## src/rtl/freq_bcd_convert.sv

```systemverilog
// freq_bcd_convert: serial binary-to-packed-BCD converter (double dabble).
// Accepts one unsigned count while idle, runs one shift-add-3 step per cycle,
// and strobes the result for one cycle. Values that do not fit in DIGITS
// decimal digits saturate to all nines and raise out_ovf.
module freq_bcd_convert #(
  parameter int IN_WIDTH = 32,
  parameter int DIGITS   = 10
) (
  input  logic                  in_sys_clk,
  input  logic                  in_reset_n,
  input  logic [IN_WIDTH-1:0]   in_count,
  input  logic                  in_valid,
  output logic                  out_ready,
  output logic [4*DIGITS-1:0]   out_bcd,
  output logic                  out_valid,
  output logic                  out_ovf
);

  localparam int BCD_W = 4 * DIGITS;
  localparam int CNT_W = $clog2(IN_WIDTH + 1);
  localparam logic [CNT_W-1:0] LAST_CNT = CNT_W'(IN_WIDTH - 1);

  typedef enum logic [1:0] {
    ST_IDLE,
    ST_SHIFT,
    ST_DONE
  } state_t;

  state_t               state_q;
  logic [IN_WIDTH-1:0]  shift_q;
  logic [BCD_W-1:0]     bcd_q;
  logic [CNT_W-1:0]     cnt_q;
  logic                 ovf_q;
  logic [BCD_W-1:0]     bcd_out_q;
  logic                 valid_q;
  logic                 ovf_out_q;
  logic                 ready_q;

  logic [BCD_W-1:0]     bcd_adj;
  logic [BCD_W-1:0]     bcd_d;
  logic [IN_WIDTH-1:0]  shift_d;
  logic                 ovf_d;

  // Add 3 to every digit that is 5 or more; 4-bit wrap, no carry between digits.
  function automatic logic [BCD_W-1:0] add3_digits(input logic [BCD_W-1:0] bcd);
    logic [BCD_W-1:0] r;
    r = bcd;
    for (int i = 0; i < DIGITS; i++) begin
      if (bcd[4*i +: 4] >= 4'd5) begin
        r[4*i +: 4] = bcd[4*i +: 4] + 4'd3;
      end
    end
    return r;
  endfunction

  // Saturated result: every digit forced to nine.
  function automatic logic [BCD_W-1:0] saturate_bcd();
    return {DIGITS{4'h9}};
  endfunction

  // One double-dabble step: adjust digits, shift {bcd,shift} left, catch overflow bit.
  always_comb begin
    bcd_adj = add3_digits(bcd_q);
    bcd_d   = {bcd_adj[BCD_W-2:0], shift_q[IN_WIDTH-1]};
    shift_d = shift_q << 1;
    ovf_d   = ovf_q | bcd_adj[BCD_W-1];
  end

  // Control FSM with working registers and registered result outputs.
  always_ff @(posedge in_sys_clk or negedge in_reset_n) begin
    if (!in_reset_n) begin
      state_q   <= ST_IDLE;
      shift_q   <= '0;
      bcd_q     <= '0;
      cnt_q     <= '0;
      ovf_q     <= 1'b0;
      bcd_out_q <= '0;
      valid_q   <= 1'b0;
      ovf_out_q <= 1'b0;
      ready_q   <= 1'b1;
    end else begin
      valid_q <= 1'b0;
      case (state_q)
        ST_IDLE: begin
          if (in_valid) begin
            shift_q <= in_count;
            bcd_q   <= '0;
            ovf_q   <= 1'b0;
            cnt_q   <= '0;
            ready_q <= 1'b0;
            state_q <= ST_SHIFT;
          end
        end
        ST_SHIFT: begin
          shift_q <= shift_d;
          bcd_q   <= bcd_d;
          ovf_q   <= ovf_d;
          cnt_q   <= cnt_q + CNT_W'(1);
          if (cnt_q == LAST_CNT) begin
            // Final step: publish the result in the same edge that enters DONE.
            state_q <= ST_DONE;
            valid_q <= 1'b1;
            if (ovf_d) begin
              bcd_out_q <= saturate_bcd();
              ovf_out_q <= 1'b1;
            end else begin
              bcd_out_q <= bcd_d;
              ovf_out_q <= 1'b0;
            end
          end
        end
        ST_DONE: begin
          state_q <= ST_IDLE;
          ready_q <= 1'b1;
        end
        default: begin
          state_q <= ST_IDLE;
          ready_q <= 1'b1;
        end
      endcase
    end
  end

  assign out_ready = ready_q;
  assign out_bcd   = bcd_out_q;
  assign out_valid = valid_q;
  assign out_ovf   = ovf_out_q;

endmodule
```

## config.mk

```make
export PLATFORM = sky130hd
export DESIGN_NAME = freq_bcd_convert
export DESIGN_NICKNAME = d
export VERILOG_FILES = /design/src/rtl/freq_bcd_convert.sv
export SDC_FILE = /design/constraint.sdc
export NUM_CORES = 1
export LEC_CHECK = 0
export CORE_AREA = 2 2 126 128
export DETAILED_ROUTE_END_ITERATION = 12
export DIE_AREA = 0 0 128 130
export SLEW_MARGIN = 20
export SYNTH_ARGS = -nofsm -noshare
export SYNTH_HDL_FRONTEND = slang
export SYNTH_SLANG_ARGS = --single-unit
export TNS_END_PERCENT = 100
```

## constraint.sdc

```tcl
create_clock -name in_sys_clk -period 2.1 [get_ports in_sys_clk]
set_input_delay 0.63 -clock in_sys_clk [delete_from_list [all_inputs] [get_ports in_sys_clk]]
set_output_delay 0.63 -clock in_sys_clk [all_outputs]
set_load 0.01 [all_outputs]
```

Word level (Yosys, flattened, before mapping)
Cells that the tools add are included.
{"block": "op_classes", "n_eq_ne": 4, "magnitude_cmp": 10, "reduce_logical": 6, "mux": 26, "n_addsub": 11, "n_bitwise": 2}
{"cell": "40-bit two-way mux", "count": 2}
{"cell": "40-bit one-hot mux with 2 select lines", "count": 1}
{"cell": "32-bit one-hot mux with 2 select lines", "count": 1}
{"cell": "4-bit by 2-bit adder with 4-bit output, second input constant", "count": 10}
{"cell": "4-bit by 3-bit greater-or-equal comparator with 1-bit output, second input constant", "count": 10}
{"cell": "4-bit two-way mux", "count": 10}
{"cell": "32-bit two-way mux", "count": 1}
{"cell": "6-bit one-hot mux with 2 select lines", "count": 1}
{"cell": "2-bit AND reduction", "count": 4}
{"cell": "6-bit by 1-bit adder with 6-bit output, second input constant", "count": 1}
{"cell": "6-bit by 5-bit == test with 1-bit output, second input constant", "count": 1}
{"cell": "6-bit two-way mux", "count": 1}
{"cell": "1-bit two-way mux", "count": 4}
{"cell": "2-bit two-way mux", "count": 2}
{"cell": "2-bit != test, second input constant", "count": 2}
{"cell": "1-bit one-hot mux with 2 select lines", "count": 2}
{"cell": "2-bit one-hot mux with 2 select lines", "count": 1}
{"cell": "2-bit by 1-bit == test with 1-bit output, second input constant", "count": 1}
{"cell": "2-bit zero test", "count": 1}
{"cell": "2-bit nonzero test", "count": 1}
{"cell": "1-bit NOT", "count": 1}
{"cell": "1-bit OR", "count": 1}
{"block": "totals", "ff_bits": 124, "out_inout_bits": 43, "inputBits": 35}

Logic depth before layout (Yosys ltp)
{"block": "logic_depth", "word_depth": 4, "ltp_mapped": 9, "ltp_nobuf": 6}

Worst setup path before layout
Ideal clock, no wire load.
{"block": "synth_timing", "path_kind": "register -> register", "startpoint": "register state_q[1]", "endpoint": "register bcd_out_q[30] (netlist: out_bcd[30])", "setup_slack_ns": 0.343, "path_buffers": 4, "t_arrival_ns": 1.637, "setup_time_ns": 0.120, "period_less_slack_ns": 1.757, "stages_incl_launch_ff": 9, "path_cell_list": "dfrtp_1 buf_6 nand2b_4 buf_6 or3_1 buf_6 buf_6 and2_0 a31o_1"}
{"block": "synth_via", "elab_chain_cells": 2}
{"element": "from (decl)", "line_no": "29", "text": "state_t state_q;"}
{"element": "from (signal assigned)", "line_no": "72", "text": "state_q <= ST_IDLE;"}
{"element": "from (signal assigned)", "line_no": "91", "text": "state_q <= ST_SHIFT;"}
{"element": "from (signal assigned)", "line_no": "101", "text": "state_q <= ST_DONE;"}
{"element": "2-bit by 1-bit == test with 1-bit output", "line_no": "83", "text": "case (state_q)"}
{"element": "2-bit AND reduction (no line)"}
{"element": "to (signal assigned)", "line_no": "104", "text": "bcd_out_q <= saturate_bcd();"}
{"element": "to (decl)", "line_no": "34", "text": "logic [BCD_W-1:0] bcd_out_q;"}
Every way passes these cells.
A chain may end at the register's enable or synchronous reset.

Worst setup path in the final report
{"block": "layout_timing", "startpoint": "register bcd_out_q[38] (netlist: out_bcd[38])", "endpoint": "output port out_bcd[38]"}
{"element": "to (decl)", "line_no": "14", "text": "output logic [4*DIGITS-1:0] out_bcd,"}
No word-level cell between the ends.

==> impl_metrics.json <==
{
  "hp-class": "in -> async",
  "tns_ns": 0,
  "clk-insertion-delay-late_ns": 0.41,
  "yosys.area.top_type": "dfrtp_1",
  "rrSetupSlack_ns": 0.20,
  "synth.area.top_cells": "dfrtp_1 51%, o21ai_0 6.9%, nor3b_1 6.2%, nand2_1 5.0%, a21oi_1 4.4%",
  "viasPerCell": 5.26,
  "start_util": 0.388,
  "rsz0062_at_grt": "no",
  "hold_viol_final": 0,
  "path_clk_slew_ns": 0.06,
  "synth_nets": 671,
  "fin_area_um2": 7560,
  "clock_skew_ns": 0.0138,
  "grt_max_degree": 69,
  "gp_congestion": 0.789,
  "seqCellArea_um2": 3110,
  "yosys_warnings": 0,
  "grt_pass1_vias": 4636,
  "ir_worst_vdd_mv": 0.674,
  "cts_setup_buffers": 0,
  "synth_top_area_frac": 0.515,
  "nFillCells": 1412,
  "maxSlewViolCount": 0,
  "max_freq_ghz": 0.504,
  "die_w_um": 128,
  "slowest_stage": "clkdlybuf4s50_1",
  "grt_overflow": 0,
  "clockRootBuffer": "clkbuf_16",
  "chipHeight_um": 130,
  "drive_gt1_frac": 0.0812,
  "place_inst": 862,
  "p_per_area_nw_per_um2": 1400,
  "synth_seq_area_share": 0.519,
  "track_usage": 0.174,
  "maxCapViolCount": 0,
  "io_buffers": 77,
  "cts_sinks": 124,
  "multi_input_area_um2": 2600,
  "wl_um": 13600,
  "areaGrowthSynthToFinish_pct": 26.4,
  "synth_common_cells": "123 x dfrtp_1, 82 x o21ai_0, 80 x nand2_1",
  "finalSetupViolCount": 0,
  "crit_chain": "clkdlybuf4s50_1",
  "grt_pass1_wl_um": 22900,
  "ys_seq_elements": 124,
  "cts_tree": "done",
  "antenna_found_initial": 0,
  "crit_fanout": 2,
  "place_area_um2": 7040,
  "synthArstFlopShare": 1.00,
  "syn_area_per_cell_um2": 9.72,
  "met1_length_um": 6340,
  "drt_pass1_iterations": 4,
  "dieArea_um2": 16600,
  "rows": 46,
  "cts_buffers": 17,
  "fin_crit_sh": 0.945,
  "power_uw": 10600,
  "synth.distinct_cells": 35,
  "drcViolationCount": 0,
  "antenna_cells": 0,
  "vias": 4705,
  "ios": 78,
  "timing.rr.start": "cnt_q[0]",
  "syn_area_um2": 5980,
  "worst_pin_slew_ns": 0.658,
  "start_kind": "flop",
  "cp.depth": 1,
  "worstSetupEndpointType": "primary output",
  "cts-resized-gates": 1,
  "detail-route-antenna-nets": 0,
  "h-tree-depth": 4,
  "worst_r2r_path_depth": 6,
  "crit_family": "buffers and inverters",
  "detailed_place_hpwl_um": 8940,
  "wl_met2_um": 6570,
  "max_stage_delay_ns": 0.55,
  "slew_headroom": 0.561,
  "routed.top_layer": "met4",
  "r2r-end": "out_bcd[10]",
  "worstSetupPathType": "reg -> out",
  "timing.critical_path.arrival_ns": 1.36,
  "final_util": 0.490,
  "post-route-min-period_ns": 1.99,
  "status": "finished, final reports clean",
  "yosysMostFrequentCell": "dfrtp_1",
  "wl_met3_um": 582,
  "synth_edf_count": 0,
  "core_um2": 15400,
  "cts_hold_buf": 0,
  "clk_path_buf_depth": 2,
  "crit_start": "out_bcd[38]",
  "ys.flop_type": "dfrtp_1",
  "critPathBufInv": 1,
  "p_leak_uw": 0.00321,
  "cp.required_ns": 1.47,
  "drt-wirelength-per-cell_um": 15.2,
  "finalNetCount": 745,
  "fin_cells": 894,
  "crit_end": "out_bcd[38]",
  "drtIter0Drc": 280,
  "syn-instance-count": 615
}
==> layer usage <==
layer	up-vias	GRT usage
met5	-	0
met4	0	0.0711
met3	9	0.0406
met2	99	0.283
met1	2303	0.225
li1	2294	-
==> power by group <==
group,leakage (uW),internal [uW],switching (uW)
Sequential,0.00160,3310,701
Clock,0.000251,1600,974
Combinational,0.00136,1920,2110
Total,0.00321,6820,3790
==> stage by stage <==
step                worst slack (ns)  hold WS (ns)
floorplan                      0.343         0.334
global placement               0.109         0.462
detailed placement          -0.00484         0.469
CTS                           0.0645         0.154
global route                  0.0331         0.177
finish                         0.115         0.156
==> placed cells by master, fill, tap and decap left out, types with 2 or more instances in the layout <==
cell type,Yosys,final
dfrtp_1,123,122
clkbuf_8,0,3
a21oi_1,53,53
o31ai_1,12,11
a31oi_1,20,20
ha_1,21,21
inv_1,23,23
buf_4,3,12
clkbuf_1,22,10
a31o_2,6,6
o21ai_0,82,82
a22o_1,12,12
mux2_2,2,2
buf_12,0,8
nand2_1,80,80
clkdlybuf4s50_1,0,75
mux2i_1,9,9
and2_0,9,9
nor2_1,27,27
clkbuf_16,0,17
clkinv_2,0,2
nand3_1,2,2
nand2b_1,11,11
a21o_1,9,9
xnor2_1,10,10
nor3b_1,49,49
a31o_1,3,3
nor2b_1,2,2
==> worst reg2reg max path: cells and delay by family (launching register included) <==
| kind | cells | cell delay [ns] |
|---|---|---|
| simple gates | 3 | 0.79 |
| compound gates | 1 | 0.21 |
| buf+inv | 1 | 0.18 |
| flops | 1 | 0.38 |
| fa+ha+maj | 1 | 0.21 |
==> cells by family (layout without fill, tap and decap cells) <==
| group | count (synthesis) | in the layout | share of synthesized area |
|---|---|---|---|
| xor+xnor | 11 | 11 | 0.0161 |
| compound gates | 200 | 200 | 0.195 |
| mux | 11 | 11 | 0.0188 |
| simple gates | 183 | 183 | 0.158 |
| fa+ha+maj | 21 | 21 | 0.0439 |
| buf+inv | 65 | 152 | 0.0498 |
| flops | 124 | 124 | 0.519 |
==> sequential cells by signal, summed over array words and instances (netlist names) <==
signal     cells
bcd_q         40
out_bcd       40
shift_q       32
cnt_q          6
state_q        2
out_ovf        1
out_ready      1
out_valid      1
ovf_q          1
==> cell type report <==
type	count	share of cell area
sequential	124	0.411
multi-input combinational	426	0.344
timing repair buffer	96	0.134
clock buffer	30	0.0667
tap	192	0.0318
inverter	24	0.0119
clock inverter	2	0.00132
==> worst min-delay path by stage <==
stage,to,slack (ns),cells after the start
after floorplan,bcd_q[0],0.33,0
after global placement,shift_q[19],0.46,2
after CTS,out_valid,0.15,1
after detailed placement,out_ovf,0.47,2
final,out_valid,0.16,1
after global routing,bcd_q[17],0.18,1
Power figures use the tool's default switching activity.
